==> config.mk <==
export PLATFORM = sky130hd
export DESIGN_NAME = regfile_sb_flat
export DESIGN_NICKNAME = d
export VERILOG_FILES = /design/src/rtl/cpu_pkg.sv /design/src/rtl/regfile_sb_if.sv /design/src/rtl/regfile_scoreboard.sv /design/src/rtl/regfile_sb.sv /design/src/flat_wrapper.sv
export SDC_FILE = /design/constraint.sdc
export NUM_CORES = 1
export LEC_CHECK = 0
export BUFFER_PORTS_ARGS = -buffer_cell sky130_fd_sc_hd__buf_4
export CELL_PAD_IN_SITES_DETAIL_PLACEMENT = 0
export CELL_PAD_IN_SITES_GLOBAL_PLACEMENT = 1
export CORE_MARGIN = 8
export CORE_UTILIZATION = 45
export DETAILED_ROUTE_END_ITERATION = 10
export GPL_ROUTABILITY_DRIVEN = 1
export MAX_ROUTING_LAYER = met4
export PLACE_DENSITY_LB_ADDON = 0.1
export SLEW_MARGIN = 20
export SYNTH_ARGS = -nofsm -noshare
export SYNTH_HDL_FRONTEND = slang
export SYNTH_HIERARCHICAL = 1
export SYNTH_SLANG_ARGS = --single-unit
==> constraint.sdc <==
create_clock -name clk -period 16.6 [get_ports clk]
set_clock_uncertainty 0.2 [all_clocks]
set_input_delay 3.32 -clock clk [delete_from_list [all_inputs] [get_ports clk]]
set_output_delay 3.32 -clock clk [all_outputs]
set_load 0.03 [all_outputs]
==> src/rtl/cpu_pkg.sv <==
// cpu_pkg: shared CPU register-file widths and typedefs for decode, writeback and benches.
package cpu_pkg;
  localparam int DATA_W = 19;
  localparam int NREGS = 16;
  localparam int ADDR_W = 4;
  typedef logic [ADDR_W-1:0] reg_addr_t;
  typedef logic [DATA_W-1:0] word_t;
endpackage

==> src/rtl/regfile_sb_if.sv <==
// regfile_sb_if: decode/writeback bundle of the scoreboarded register file.
interface regfile_sb_if #(
  parameter int DATA_W = cpu_pkg::DATA_W,
  parameter int ADDR_W = cpu_pkg::ADDR_W
);
  logic we;
  logic [ADDR_W-1:0] waddr;
  logic [DATA_W-1:0] wdata;
  logic [ADDR_W-1:0] raddr1;
  logic [ADDR_W-1:0] raddr2;
  logic [DATA_W-1:0] rdata1;
  logic [DATA_W-1:0] rdata2;
  logic rpend1;
  logic rpend2;
  logic rsv_en;
  logic [ADDR_W-1:0] rsv_addr;
  logic any_pend;
  logic sb_err;
  logic err_clr;
  logic [ADDR_W-1:0] dbg_addr;
  logic [DATA_W-1:0] dbg_data;
  modport master (
    output we, waddr, wdata, raddr1, raddr2, rsv_en, rsv_addr, err_clr, dbg_addr,
    input rdata1, rdata2, rpend1, rpend2, any_pend, sb_err, dbg_data
  );
  modport slave (
    input we, waddr, wdata, raddr1, raddr2, rsv_en, rsv_addr, err_clr, dbg_addr,
    output rdata1, rdata2, rpend1, rpend2, any_pend, sb_err, dbg_data
  );
endinterface

==> src/rtl/regfile_scoreboard.sv <==
// regfile_scoreboard: per-register pending bits, reserve/clear priority, sticky error and any_pend.
module regfile_scoreboard #(
  parameter int NREGS = cpu_pkg::NREGS,
  parameter int ADDR_W = $clog2(NREGS),
  parameter bit ZERO_REG = 1'b1
) (
  input logic clk,
  input logic rst,
  input logic we,
  input logic [ADDR_W-1:0] waddr,
  input logic rsv_en,
  input logic [ADDR_W-1:0] rsv_addr,
  input logic err_clr,
  output logic [NREGS-1:0] pend,
  output logic any_pend,
  output logic sb_err
);
  import cpu_pkg::*;
  logic w_ok;
  logic r_ok;
  logic err_set;
  logic [NREGS-1:0] pend_n;
  always_comb begin
    w_ok = we && !(ZERO_REG && waddr == '0);
    r_ok = rsv_en && !(ZERO_REG && rsv_addr == '0);
    pend_n = pend;
    if (w_ok) pend_n[waddr] = 1'b0;
    // reserve applied after the clear so a new producer wins over the completing one
    if (r_ok) pend_n[rsv_addr] = 1'b1;
    err_set = r_ok && pend[rsv_addr] && !(w_ok && waddr == rsv_addr);
  end
  always_ff @(posedge clk or posedge rst) begin
    if (rst) begin
      pend <= '0;
      any_pend <= 1'b0;
      sb_err <= 1'b0;
    end else begin
      pend <= pend_n;
      any_pend <= |pend_n;
      sb_err <= err_set || (sb_err && !err_clr);
    end
  end
endmodule

==> src/rtl/regfile_sb.sv <==
// regfile_sb: 2-read/1-write register file with bypass, pending scoreboard and debug read port.
module regfile_sb #(
  parameter int DATA_W = cpu_pkg::DATA_W,
  parameter int NREGS = cpu_pkg::NREGS,
  parameter bit ZERO_REG = 1'b1,
  parameter bit BYPASS = 1'b1
) (
  input logic clk,
  input logic rst,
  regfile_sb_if.slave bus
);
  localparam int ADDR_W = $clog2(NREGS);
  import cpu_pkg::*;
  logic [DATA_W-1:0] mem [NREGS];
  logic [NREGS-1:0] pend;
  logic w_ok;
  logic byp1;
  logic byp2;
  logic z1;
  logic z2;
  assign w_ok = bus.we && !(ZERO_REG && bus.waddr == '0);
  always_ff @(posedge clk or posedge rst) begin
    if (rst) mem <= '{default: '0};
    else if (w_ok) mem[bus.waddr] <= bus.wdata;
  end
  // storage is already zero in reset; only the forwarded write data needs masking
  assign byp1 = BYPASS && !rst && bus.we && bus.waddr == bus.raddr1;
  assign byp2 = BYPASS && !rst && bus.we && bus.waddr == bus.raddr2;
  assign z1 = ZERO_REG && bus.raddr1 == '0;
  assign z2 = ZERO_REG && bus.raddr2 == '0;
  assign bus.rdata1 = z1 ? '0 : byp1 ? bus.wdata : mem[bus.raddr1];
  assign bus.rdata2 = z2 ? '0 : byp2 ? bus.wdata : mem[bus.raddr2];
  assign bus.rpend1 = !z1 && !byp1 && pend[bus.raddr1];
  assign bus.rpend2 = !z2 && !byp2 && pend[bus.raddr2];
  assign bus.dbg_data = (ZERO_REG && bus.dbg_addr == '0) ? '0 : mem[bus.dbg_addr];
  regfile_scoreboard #(.NREGS(NREGS), .ADDR_W(ADDR_W), .ZERO_REG(ZERO_REG)) u_sb (
    .clk(clk),
    .rst(rst),
    .we(bus.we),
    .waddr(bus.waddr),
    .rsv_en(bus.rsv_en),
    .rsv_addr(bus.rsv_addr),
    .err_clr(bus.err_clr),
    .pend(pend),
    .any_pend(bus.any_pend),
    .sb_err(bus.sb_err)
  );
endmodule

==> src/flat_wrapper.sv <==
// flat-port wrapper written by rule: the top's interface ports become plain ports
module regfile_sb_flat import cpu_pkg::*;
#(
  parameter int DATA_W = cpu_pkg::DATA_W,
  parameter int NREGS = cpu_pkg::NREGS,
  parameter bit ZERO_REG = 1'b1,
  parameter bit BYPASS = 1'b1
)
  (clk, rst, bus_we, bus_waddr, bus_wdata, bus_raddr1, bus_raddr2, bus_rsv_en, bus_rsv_addr, bus_err_clr, bus_dbg_addr, bus_rdata1, bus_rdata2, bus_rpend1, bus_rpend2, bus_any_pend, bus_sb_err, bus_dbg_data);
  regfile_sb_if #(.DATA_W(DATA_W), .ADDR_W(ADDR_W)) bus_i ();
  input logic clk;
  input logic rst;
  input wire logic [$bits(bus_i.we)-1:0] bus_we;
  input wire logic [$bits(bus_i.waddr)-1:0] bus_waddr;
  input wire logic [$bits(bus_i.wdata)-1:0] bus_wdata;
  input wire logic [$bits(bus_i.raddr1)-1:0] bus_raddr1;
  input wire logic [$bits(bus_i.raddr2)-1:0] bus_raddr2;
  input wire logic [$bits(bus_i.rsv_en)-1:0] bus_rsv_en;
  input wire logic [$bits(bus_i.rsv_addr)-1:0] bus_rsv_addr;
  input wire logic [$bits(bus_i.err_clr)-1:0] bus_err_clr;
  input wire logic [$bits(bus_i.dbg_addr)-1:0] bus_dbg_addr;
  output wire logic [$bits(bus_i.rdata1)-1:0] bus_rdata1;
  output wire logic [$bits(bus_i.rdata2)-1:0] bus_rdata2;
  output wire logic [$bits(bus_i.rpend1)-1:0] bus_rpend1;
  output wire logic [$bits(bus_i.rpend2)-1:0] bus_rpend2;
  output wire logic [$bits(bus_i.any_pend)-1:0] bus_any_pend;
  output wire logic [$bits(bus_i.sb_err)-1:0] bus_sb_err;
  output wire logic [$bits(bus_i.dbg_data)-1:0] bus_dbg_data;
  assign bus_i.we = bus_we;
  assign bus_i.waddr = bus_waddr;
  assign bus_i.wdata = bus_wdata;
  assign bus_i.raddr1 = bus_raddr1;
  assign bus_i.raddr2 = bus_raddr2;
  assign bus_i.rsv_en = bus_rsv_en;
  assign bus_i.rsv_addr = bus_rsv_addr;
  assign bus_i.err_clr = bus_err_clr;
  assign bus_i.dbg_addr = bus_dbg_addr;
  assign bus_rdata1 = bus_i.rdata1;
  assign bus_rdata2 = bus_i.rdata2;
  assign bus_rpend1 = bus_i.rpend1;
  assign bus_rpend2 = bus_i.rpend2;
  assign bus_any_pend = bus_i.any_pend;
  assign bus_sb_err = bus_i.sb_err;
  assign bus_dbg_data = bus_i.dbg_data;
  regfile_sb #(.DATA_W(DATA_W), .NREGS(NREGS), .ZERO_REG(ZERO_REG), .BYPASS(BYPASS)) u_core (.clk(clk), .rst(rst), .bus(bus_i));
endmodule
==> Word-level counts from Yosys, hierarchy flattened <==
Cells that the tools add are included.
W data, S select, Z words.
{ "word_totals": {"register_bits": 322, "inputBits": 44, "output_inout_bits": 61, "word_cells": 101} }
{ "op_classes": {"muxes": 29, "n_eq_ne": 3, "n_bitwise": 7, "n_lt_le_gt_ge": 11, "reduce_logical": 32} }
{ "op_table": {"columns": ["op", "n"], "rows": [
  ["$bwmux W304", 1],
  ["$bmux W19 S4", 3],
  ["$mux W19", 12],
  ["$demux W19 S4", 1],
  ["$mux W16", 2],
  ["$ge A5 B5 Y1 const B", 4],
  ["$logic_not A4 Y1", 5],
  ["$lt A4 B5 Y1 const B", 4],
  ["$not A4 Y5", 4],
  ["$and A16 B16 Y16", 1],
  ["$logic_and A1 B1 Y1", 16],
  ["$not A16 Y16", 1],
  ["$or A16 B16 Y16", 1],
  ["$reduce_or A16 Y1", 1],
  ["$bmux W1 S4", 3],
  ["$eq A4 B4 Y1", 3],
  ["$logic_not A1 Y1", 9],
  ["$demux W1 S4", 2],
  ["$ge A4 B1 Y1 const B", 2],
  ["$lt A5 B1 Y1 const B", 1],
  ["$mux W1", 5],
  ["$logic_or A1 B1 Y1", 1]
]} }

==> Longest topological paths before layout <==
Gate-level depths: netlist (run 1).
{ "logic_depth": {"word_depth": 10, "ltp_mapped": 8, "ltp_nobuf": 5} }

==> Cells and area by module <==
The synthesis (run 1) kept the hierarchy.
{ "modules_own_cells": {"columns": ["mod", "cells_per_inst", "instances", "area_per_inst_um2", "seq_area_each_um2"], "rows": [
  ["regfile_sb", 1467, 1, 19681.4, 7607.3],
  ["regfile_scoreboard", 100, 1, 1008.5, 450.4]
]} }

==> Worst setup path after synthesis (run 1) <==
Ideal clock, no wire load.
{ "synth_path": {"kind": "input port to output port", "start": "input port bus_raddr2[2]", "end": "output port bus_rdata2[16]", "t_required_ns": 13.080, "n_path_buf": 3, "path_slack_ns": 8.116, "cell_stages": 7, "arrival_time_ns": 4.964, "cell_sequence": "buf_2 or3b_1 buf_2 buf_2 o22ai_1 a211oi_1 a31oi_1"} }
{ "synth_between": {"elab_chain_len": 6, "word_cells_on_any_way": 9, "cone_classes": "1 x eq/ne; 5 x mux; 1 x bitwise; 2 x reduce/logical"} }
{ "synth_rtl": {"columns": ["element", "line_no", "rtl"], "rows": [
  ["start: declaration", "flat_wrapper.sv:17", "input wire logic [$bits(bus_i.raddr2)-1:0] bus_raddr2;"],
  ["$not A4 Y5 (implied by the code)", "regfile_sb.sv:32", "assign bus.rdata2 = z2 ? '0 : byp2 ? bus.wdata : mem[bus.raddr2];"],
  ["$bmux W19 S4", "regfile_sb.sv:32", null],
  ["$mux W19 (implied by the code) (2 in series)", "regfile_sb.sv:32", null],
  ["$mux W19", "regfile_sb.sv:32", null],
  ["$mux W19 *", "regfile_sb.sv:32", null],
  ["end: declaration", "flat_wrapper.sv:23", "output wire logic [$bits(bus_i.rdata2)-1:0] bus_rdata2;"]
]} }
Every way passes the cells marked *; elsewhere a longest branch is shown, timed or not. The select of a mux whose other input is x is not followed.

==> Final worst setup path (run 1) <==
{ "layout_path": {"start": "input port bus_raddr2[0]", "end": "output port bus_rdata2[2]"} }
The elaborated chain is that of the path after synthesis.

==> results of run 1 <==
power groups by stage:
stage               registers, mW  logic (mW)  clock network, mW
floorplan                    1.08       0.614                  0
global placement             1.13       0.809                  0
detailed placement           1.14       0.816                  0
CTS                          1.13       0.820              0.895
global route                 1.16       0.872              0.923
finish                       1.14       0.826              0.881
metal layers:
layer | vias up | GRT usage [%]
met5 | - | -
met4 | 0 | 9.29
met3 | 154 | 5.92
met2 | 786 | 41.5
met1 | 8111 | 41.1
li1 | 6221 | -
flip-flops by register name, indices dropped and copies added (netlist names):
register,count
u_core/mem,304
u_core/u_sb/any_pend,1
u_core/u_sb/pend,16
u_core/u_sb/sb_err,1
kinds of logic (layout without fill, tap and decap cells):
logic type,after synthesis,count (layout)
buffers and inverters,183,217
DFF,322,322
xor gates and xnor gates,11,11
muxes,630,630
AOI/OAI and AO/OA,297,297
and+or+nand+nor,124,124
worst max-delay path by stage:
stage / start / endpoint / slack [ps] / cells after the start
final: bus_raddr2[0] / bus_rdata2[2] / 6220 / 7
after global routing: bus_raddr2[0] / bus_rdata2[16] / 6180 / 7
after CTS: bus_raddr1[0] / bus_rdata1[2] / 5980 / 7
after detailed placement: bus_raddr1[0] / bus_rdata1[2] / 5990 / 7
after global placement: bus_raddr1[0] / bus_rdata1[0] / 6040 / 7
after floorplan: rst / u_core/mem[0]$_DFFE_PP0P_ / 4680 / 1
Yosys cell counts, types with 7 or more instances:
library cell / n
dfrtp_1: 322
mux2_2: 238
mux2i_1: 198
mux4_2: 134
o22ai_1: 76
clkbuf_1: 63
buf_2: 61
a211oi_1: 52
mux2_4: 50
nand3_1: 40
o31ai_1: 39
a31oi_1: 36
buf_4: 31
o21ai_0: 24
a22oi_1: 19
a21oi_1: 18
buf_6: 13
xnor2_1: 11
a221oi_1: 10
mux4_1: 10
nand2_1: 10
nor2_2: 10
or3_1: 9
nand2b_1: 7
o21ai_1: 7
layout make-up:
type,instances,area share (%)
inverter,5,0.115
clock buffer,58,5.26
clock inverter,11,0.461
multi-input combinational,1062,50.7
sequential,322,35.3
timing repair buffer,143,4.82
tap,600,3.29
worst max-delay path: stages:
cell	delay (ps)
buf_6	620
buf_4	700
or3_1	750
o22ai_1	210
a211oi_1	650
a31oi_1	280
buf_4	240
through the flow:
step	std cells	total power [mW]	utilization (%)	instance area, um2	hold slack [ps]
floorplan	1567	1.70	-	20700	243
global placement	2131	1.94	47.3	21500	206
detailed placement	2131	1.96	47.3	21500	209
CTS	2200	2.84	50.2	22800	224
global route	2201	2.96	50.3	22800	235
finish	2201	2.84	50.3	22800	220
==> metrics, run 1 <==
Tot GR Track Use 29.0%; max-cap violation count 0; WL/cell 34.5 um; adder-cell area share of the yosys netlist 0%; area fraction in and, or, nand and nor cells after synthesis 3.58%; clock insertion delay at the later pin of the skew report 560 ps; most used flip-flop cell after synthesis dfrtp_1; Initial Utilization 45.6%; main combinational cell family by area after synthesis multiplexers; ys async rst share 100%; worst endpoint required time 13080 ps; Critical Path Sink Type output pin; Hold Crit Endpoint u_core/mem[288]$_DFFE_PP0P_; share of Yosys cell area claimed by the top area cell type 38.9%; Vias 15272; first-pass GRT wire length 111000 um; Setup Buffers After CTS 0; count of H-tree levels built during CTS 2; Worst-path clk slew 60 ps; transition at the pin with the smallest max-transition slack 1180 ps; Layout Area Growth over Synthesis 10.3%; biggest fanout along the worst timing path 61; area used by multi-input combinational logic 11600 um2; average footprint of a synthesized cell 13.2 um2; total negative setup slack 0 ps; Syn. warnings 6; Sw Pwr 0.927 mW; Worst Setup Slack, final 6220 ps; Die Footprint 53100 um2; net count after synthesis 1611; most frequent standard cell in the layout excluding fill and tap cells dfrtp_1; Seq. cell area 8060 um2; total standard cell area after synthesis 20700 um2; total clock buffers created by CTS 40; Cell Pwr Density 125 nW/um2; final routed DRC violation total 0; clock tree from TritonCTS built; max-slew violation count 0; router iterations before antenna repair 5; Clock Tree Buf Depth 3; Boundary Pins 105; number of flops mapped to enable cells by yosys 0; routed length on met1 33900 um; Worst Hold Depth 0; HPWL reported at the end of detailed placement 46200 um; final weighted congestion in routability-driven placement 0.843; number of nets still failing antenna checks after routing 0; met3 routed WL 6280 um; flop-to-flop setup slack 14790 ps; sequential share of power 40.0%; r2r startpoint u_core/u_sb/pend[5]$_DFF_PP0_; clock group share of total power 31.0%; Resized cells post-CTS 0; GR Overflow Total 0; share of layout cells above drive strength 1 41.0%; final worst path period share 62.5%; final hold violation count 0; flop and latch count out of synthesis 322; maximum clock rate 96.3 MHz; setup violators final 0; Int Pwr 1.92 mW; static leakage 9.65 nW; FILL cells 4000; cell depth of the worst flop-to-flop path 4; post-synthesis cell type with the largest combined area dfrtp_1; synthesized netlist cell count 1567; Ant. Diodes 0; maximum number of pins on one net before global-route repair 120; Via density 6.94; total number of nets in the final design 1618; unrepaired setup endpoints after global routing false; critical path type input pin to output pin; number of placement rows 78; worst reg2reg endpoint u_core/u_sb/sb_err$_DFF_PP0_; most area-consuming cells after synthesis dfrtp_1 39%, mux4_2 15%, mux2_2 13%; beginning of the worst hold path u_core/mem[288]$_DFFE_PP0P_; via count of the first global-routing pass 15223; quantity of hold-fixing buffers added after cts 0; area share of xor/xnor cells in the synthesized design 0.466%; normalized max-slew margin 21.1%; final critical-path required period 10380 ps; compound-cell area share of the yosys netlist 9.81%; count of clock tree sinks 322; DR WL met2 33200 um; count of buffers inserted at the top-level ports 104; share of power burned in combinational logic 29.0%; kind of start point of the critical path input pin; core area 45400 um2; 1st-iter DRT viols 1600; total routed wirelength 75900 um; top sig layer met4; Die Width 230 um; net switching share of the total power 32.6%; commonest non-fill, non-tap cells in the layout 322 x dfrtp_1, 238 x mux2_2, 198 x mux2i_1, 140 x buf_4, 134 x mux4_2; Die Ht 230 um; number of distinct library cells after synthesis 53; worst hold-check path type register to register; result of the run finished clean; pre-CTS setup slack 5990 ps; fraction of the yosys area taken by sequential cells 38.9%; Max VDD drop 0.0000901 V; Arrival @ worst endpoint 6860 ps; proportion of synthesized area in mux cells 42.0%; root buf cell clkbuf_16; number of antenna violations at the first check in global routing 1
(Power assumes the default switching activity.)
==> run 2, diff against run 1 <==
ABC_AREA = 1   (was unset)
CORE_UTILIZATION = 44   (was 45)
clock period = 10.6 ns   (was 16.6 ns; I/O delays follow)
==> run 2 against run 1 <==
Sequential power rose by 44%. Total power rose by 59%. Clock-buffer cell count rose by 4. Largest power group unchanged. Critical endpoint is now bus_rdata1[17].
==> metrics, run 2 <==
max-slew violation count 0; number of flops mapped to enable cells by yosys 0; Syn. warnings 6; number of nets still failing antenna checks after routing 0; unrepaired setup endpoints after global routing false; flop and latch count out of synthesis 322; max FFs per register 304; Die Footprint 59700 um2; pre-CTS setup slack 2970 ps; post-synthesis cell type with the largest combined area dfrtp_1; final routed DRC violation total 0; WL/cell 22.7 um; core area 51400 um2; root buf cell clkbuf_16; beginning of the worst hold path u_core/mem[303]$_DFFE_PP0P_; total number of nets in the final design 3752; Sw Pwr 1.68 mW; Layout Area Growth over Synthesis 9.76%; commonest non-fill, non-tap cells in the layout 1530 x nand2_1, 634 x nand3_1, 369 x inv_1, 322 x dfrtp_1, 273 x o21ai_0; Largest stage delay, worst path 1110 ps; kind of start point of the critical path input pin; Crit path top cell by count buf_4; first-pass GRT wire length 149000 um; Crit-path slowest cell nand3_1; most frequent cells after synthesis 1532 x nand2_1, 637 x nand3_1, 372 x inv_1; total standard cell area after synthesis 23000 um2; most used flip-flop cell after synthesis dfrtp_1; number of placement rows 83; GR Overflow Total 0; Cell Pwr Density 180 nW/um2; final hold violation count 0; Tot GR Track Use 33.4%; max-cap violation count 0; Resized cells post-CTS 0; top flop regs u_core/mem (304), u_core/u_sb/pend (16); maximum number of pins on one net before global-route repair 170; maximum clock rate 128 MHz; count of clock tree sinks 322; Via density 5.74; Critical Path Sink Type output pin; FILL cells 5396; transition at the pin with the smallest max-transition slack 1130 ps; finished layout cell area 25200 um2; setup violators final 0; Worst-path clk slew 50 ps; number of distinct library cells after synthesis 28; final critical-path required period 7840 ps; Hold Crit Endpoint u_core/mem[303]$_DFFE_PP0P_; ys async rst share 100%; 1st-iter DRT viols 3459; biggest fanout along the worst timing path 47; Die Ht 244 um; total routed wirelength 100000 um; HPWL reported at the end of detailed placement 59300 um; router iterations before antenna repair 9; worst path cell trace buf_4 > clkinv_2 > nand3_1 > o21ai_0 > nor2_1 > buf_4; total negative setup slack 0 ps; static leakage 13.3 nW; Setup Buffers After CTS 0; flop-to-flop setup slack 9160 ps; clock group share of total power 34.7%; Arrival @ worst endpoint 5520 ps; clock tree from TritonCTS built; net count after synthesis 3860; synthesized netlist cell count 3816; sequential share of power 36.3%; most frequent cell after synthesis nand2_1; via count of the first global-routing pass 23049; r2r startpoint u_core/u_sb/pend[13]$_DFF_PP0_; count of H-tree levels built during CTS 2; clock insertion delay at the later pin of the skew report 570 ps; worst reg2reg endpoint u_core/u_sb/sb_err$_DFF_PP0_; Vias 25388; share of Yosys cell area claimed by the top area cell type 35.1%; fraction of the yosys area taken by sequential cells 35.1%; Initial Utilization 44.7%; share of layout cells above drive strength 1 7.38%; Top Family by Delay on Critical Path buffers and inverters; normalized max-slew margin 24.7%; Power, Total 4.53 mW; Worst Hold Depth 0; Clock Tree Buf Depth 3; final worst path period share 73.9%; critical path type input pin to output pin; worst hold-check path type register to register; Max VDD drop 0.000137 V; Most flops, register u_core/mem; cell depth of the worst flop-to-flop path 6; Worst Setup Slack, final 2760 ps; instance area after placement 23700 um2; Boundary Pins 105; total clock buffers created by CTS 42; quantity of hold-fixing buffers added after cts 0; count of buffers inserted at the top-level ports 104; most area-consuming cells after synthesis dfrtp_1 35%, nand2_1 25%, nand3_1 14%; final weighted congestion in routability-driven placement 0.928; result of the run finished clean; worst endpoint required time 8280 ps; Die Width 244 um; average footprint of a synthesized cell 6.02 um2; Int Pwr 2.85 mW; Critical path buffers and inverters 3; net switching share of the total power 37.0%; number of antenna violations at the first check in global routing 1; most frequent standard cell in the layout excluding fill and tap cells nand2_1; share of power burned in combinational logic 29.0%
==> run 2: changes by cell type in the layout (fill, tap and decap cells not counted), moves of 76 or more <==
cell     change
inv_1      +366
o22ai_1     -76
mux4_2     -134
nand3_1    +595
mux2_2     -238
nor2_1     +181
nand2_1   +1520
mux2i_1    -198
o21ai_0    +249
==> run 2: cell families (layout without fill, tap and decap cells) <==
logic type / after synthesis / count (layout) / synth area share [%]
compound gates: 397 / 397 / 8.90
xor+xnor: 5 / 5 / 0.191
simple gates: 2401 / 2401 / 43.5
buf+inv: 691 / 615 / 12.3
other cells: 0 / 1 / 0
flops: 322 / 322 / 35.1
==> run 2: routing by layer <==
metal  global-route usage [%]  vias up  part of all wire (%)
li1                         -    11727                     -
met1                     46.4    11847                    43
met2                     47.7     1526                    42
met3                     6.13      288                    11
met4                     13.4        0                   4.3
met5                        -        -                     0
==> run 2: final cells by class <==
| cell class | instances | area (um2) | share of cell area [%] |
|---|---|---|---|
| clock inverters | 14 | 245 | 0.973 |
| clock buffers | 62 | 1260 | 4.99 |
| well taps | 680 | 851 | 3.38 |
| repair buffers | 147 | 1160 | 4.60 |
| diodes | 1 | 2.50 | 0.00993 |
| multi-input cells | 2803 | 12100 | 48.2 |
| flip-flops and latches | 322 | 8060 | 32.0 |
| inverters | 392 | 1490 | 5.91 |
==> run 2: worst max path at each step <==
stage | startpoint | endpoint | cells after the start
CTS | bus_raddr1[1] | bus_rdata1[17] | 6
floorplan | rst | bus_rdata2[0] | 7
global placement | bus_raddr1[1] | bus_rdata1[17] | 6
global route | bus_raddr1[1] | bus_rdata1[9] | 6
finish | bus_raddr1[1] | bus_rdata1[17] | 6
detailed placement | bus_raddr1[1] | bus_rdata1[17] | 6
==> run 2: worst reg2reg max path, delay by kind of cell (launching register included) <==
family          cells  cell delay [ps]
compound gates      1              250
flops               1              440
simple gates        5              440
==> run 2: through the flow <==
step / hold slack (ps) / std cells / util, %
floorplan: 229 / 3816 / -
global placement: 165 / 4342 / 46.0
detailed placement: 166 / 4344 / 46.1
CTS: 177 / 4420 / 49.0
global route: 184 / 4421 / 49.0
finish: 174 / 4421 / 49.0
==> run 2: power groups by stage <==
| stage | clock (mW) | sequential, mW | combinational [mW] |
|---|---|---|---|
| global route | 1.64 | 1.67 | 1.47 |
| finish | 1.57 | 1.64 | 1.31 |
| global placement | 0 | 1.65 | 1.27 |
| floorplan | 0 | 1.61 | 0.925 |
| detailed placement | 0 | 1.65 | 1.29 |
| CTS | 1.60 | 1.64 | 1.29 |
==> run 3, diff against run 2 <==
clock period = 7.77 ns   (was 10.6 ns; I/O delays follow)
==> run 3 against run 2 <==
Critical path depth grew 3. Sequential cell count is the same. Clock power grew 25%. Critical path type unchanged. Critical endpoint unchanged.
==> metrics, run 3 (synthesized netlist as in run 2, its figures left out) <==
result of the run finished clean; Arrival @ worst endpoint 4450 ps; unrepaired setup endpoints after global routing false; maximum number of pins on one net before global-route repair 117; count of buffers inserted at the top-level ports 104; critical path type input pin to output pin; met2 Track Usage GR 50.5%; net switching share of the total power 37.7%; Setup Buffers After CTS 0; number of antenna violations at the first check in global routing 1; Vias 25646; count of clock tree sinks 322; sequential share of power 37.3%; clock tree from TritonCTS built; cell depth of the worst flop-to-flop path 6; total clock buffers created by CTS 42; worst hold-check path type register to register; total routed wirelength 102000 um; Via density 5.79; HPWL reported at the end of detailed placement 59900 um; worst reg2reg endpoint u_core/u_sb/sb_err$_DFF_PP0_; first-pass GRT wire length 152000 um; final routed DRC violation total 0; final hold violation count 0; Clock Tree Buf Depth 3; number of placement rows 83; Die Width 244 um; FILL cells 5427; via count of the first global-routing pass 23754; beginning of the worst hold path u_core/mem[291]$_DFFE_PP0P_; Critical Path Sink Type output pin; Tot GR Track Use 34.1%; Die Ht 244 um; core area 51400 um2; root buf cell clkbuf_16; Layout Area Growth over Synthesis 9.54%; clock group share of total power 32.6%; kind of start point of the critical path input pin; clock insertion delay at the later pin of the skew report 580 ps; number of nets still failing antenna checks after routing 0; normalized max-slew margin 19.6%; WL/cell 23.0 um; biggest fanout along the worst timing path 47; total number of nets in the final design 3762; static leakage 13.3 nW; max-cap violation count 0; share of layout cells above drive strength 1 7.72%; Worst Setup Slack, final 1560 ps; met3 capacity usage during global routing 5.45%; Cell Pwr Density 239 nW/um2; Resized cells post-CTS 0; final critical-path required period 6210 ps; share of power burned in combinational logic 30.0%; maximum clock rate 161 MHz; most frequent standard cell in the layout excluding fill and tap cells nand2_1; Sw Pwr 2.26 mW; Hold Crit Endpoint u_core/mem[291]$_DFFE_PP0P_; transition at the pin with the smallest max-transition slack 1200 ps; Most flops, register u_core/mem; flop-to-flop setup slack 6400 ps; r2r startpoint u_core/u_sb/pend[15]$_DFF_PP0_; met1 Usage GRT 46.2%; final worst path period share 79.9%; GR Overflow Total 0; Finished Core Util 48.9%; Max VDD drop 0.000148 V; count of H-tree levels built during CTS 2; Placed Cells 4354; number of cells in the finished layout apart from fillers 4426; Die Footprint 59700 um2; Top Usage Layer GRT met2; 1st-iter DRT viols 3482; pre-CTS setup slack 1670 ps; final weighted congestion in routability-driven placement 0.903; top flop regs u_core/mem (304), u_core/u_sb/pend (16); Initial Utilization 44.7%; Boundary Pins 105; worst endpoint required time 6020 ps; router iterations before antenna repair 8; max-slew violation count 0; max FFs per register 304; Worst Hold Depth 0; setup violators final 0; quantity of hold-fixing buffers added after cts 0; Worst-path clk slew 50 ps; Int Pwr 3.74 mW; commonest non-fill, non-tap cells in the layout 1524 x nand2_1, 634 x nand3_1, 369 x inv_1, 322 x dfrtp_1, 273 x o21ai_0
run 3: area by class of cell:
cell class | instances | area, um2 | share of cell area (%)
antenna | 1 | 2.50 | 0.00995
sequential | 322 | 8060 | 32.0
multi-input combinational | 2803 | 12200 | 48.4
inverter | 392 | 1490 | 5.92
clock buffer | 61 | 1200 | 4.79
clock inverter | 10 | 133 | 0.527
timing repair buffer | 157 | 1230 | 4.91
tap | 680 | 851 | 3.38
run 3: how the worst max path moves through the flow:
stage / startpoint / endpoint / slack [ps] / cells past startpoint
floorplan: rst / bus_rdata2[0] / -510 / 7
global placement: bus_raddr1[0] / bus_rdata1[17] / 1680 / 10
detailed placement: bus_raddr1[0] / bus_rdata1[1] / 1670 / 10
CTS: bus_raddr1[0] / bus_rdata1[1] / 1670 / 10
global route: bus_raddr1[0] / bus_rdata1[1] / 1540 / 10
finish: bus_raddr1[1] / bus_rdata1[17] / 1560 / 9
run 3: power by group through the flow:
stage	Clock (mW)	Sequential, mW	Combinational, mW
2_1_floorplan	0	2.20	1.27
3_3_place_gp	0	2.25	1.74
3_5_place_dp	0	2.26	1.77
4_1_cts	1.99	2.23	1.77
5_1_grt	2.05	2.28	2.02
6_report	1.96	2.24	1.80
run 3: layer usage:
metal | wire, um | vias to the layer above
met2 | 44200 | 1553
met1 | 42800 | 12078
met3 | 10100 | 273
met4 | 4530 | 0
met5 | 0 | -
li1 | - | 11742
run 3: worst max-delay path, stage by stage:
cell	delay, ps
buf_4	530
clkinv_2	860
buf_12	470
nand3_1	130
nand3_1	80
nand3_1	110
nor2_1	70
nor2_1	320
buf_4	240
run 3: stage by stage:
step / power, mW / instance area (um2) / setup TNS [ps] / hold WS (ps)
floorplan: 3.46 / 23000 / -3340 / 229
global placement: 3.99 / 23800 / 0 / 165
detailed placement: 4.03 / 23800 / 0 / 166
CTS: 6.00 / 25100 / 0 / 178
global route: 6.35 / 25200 / 0 / 183
finish: 6.00 / 25200 / 0 / 173
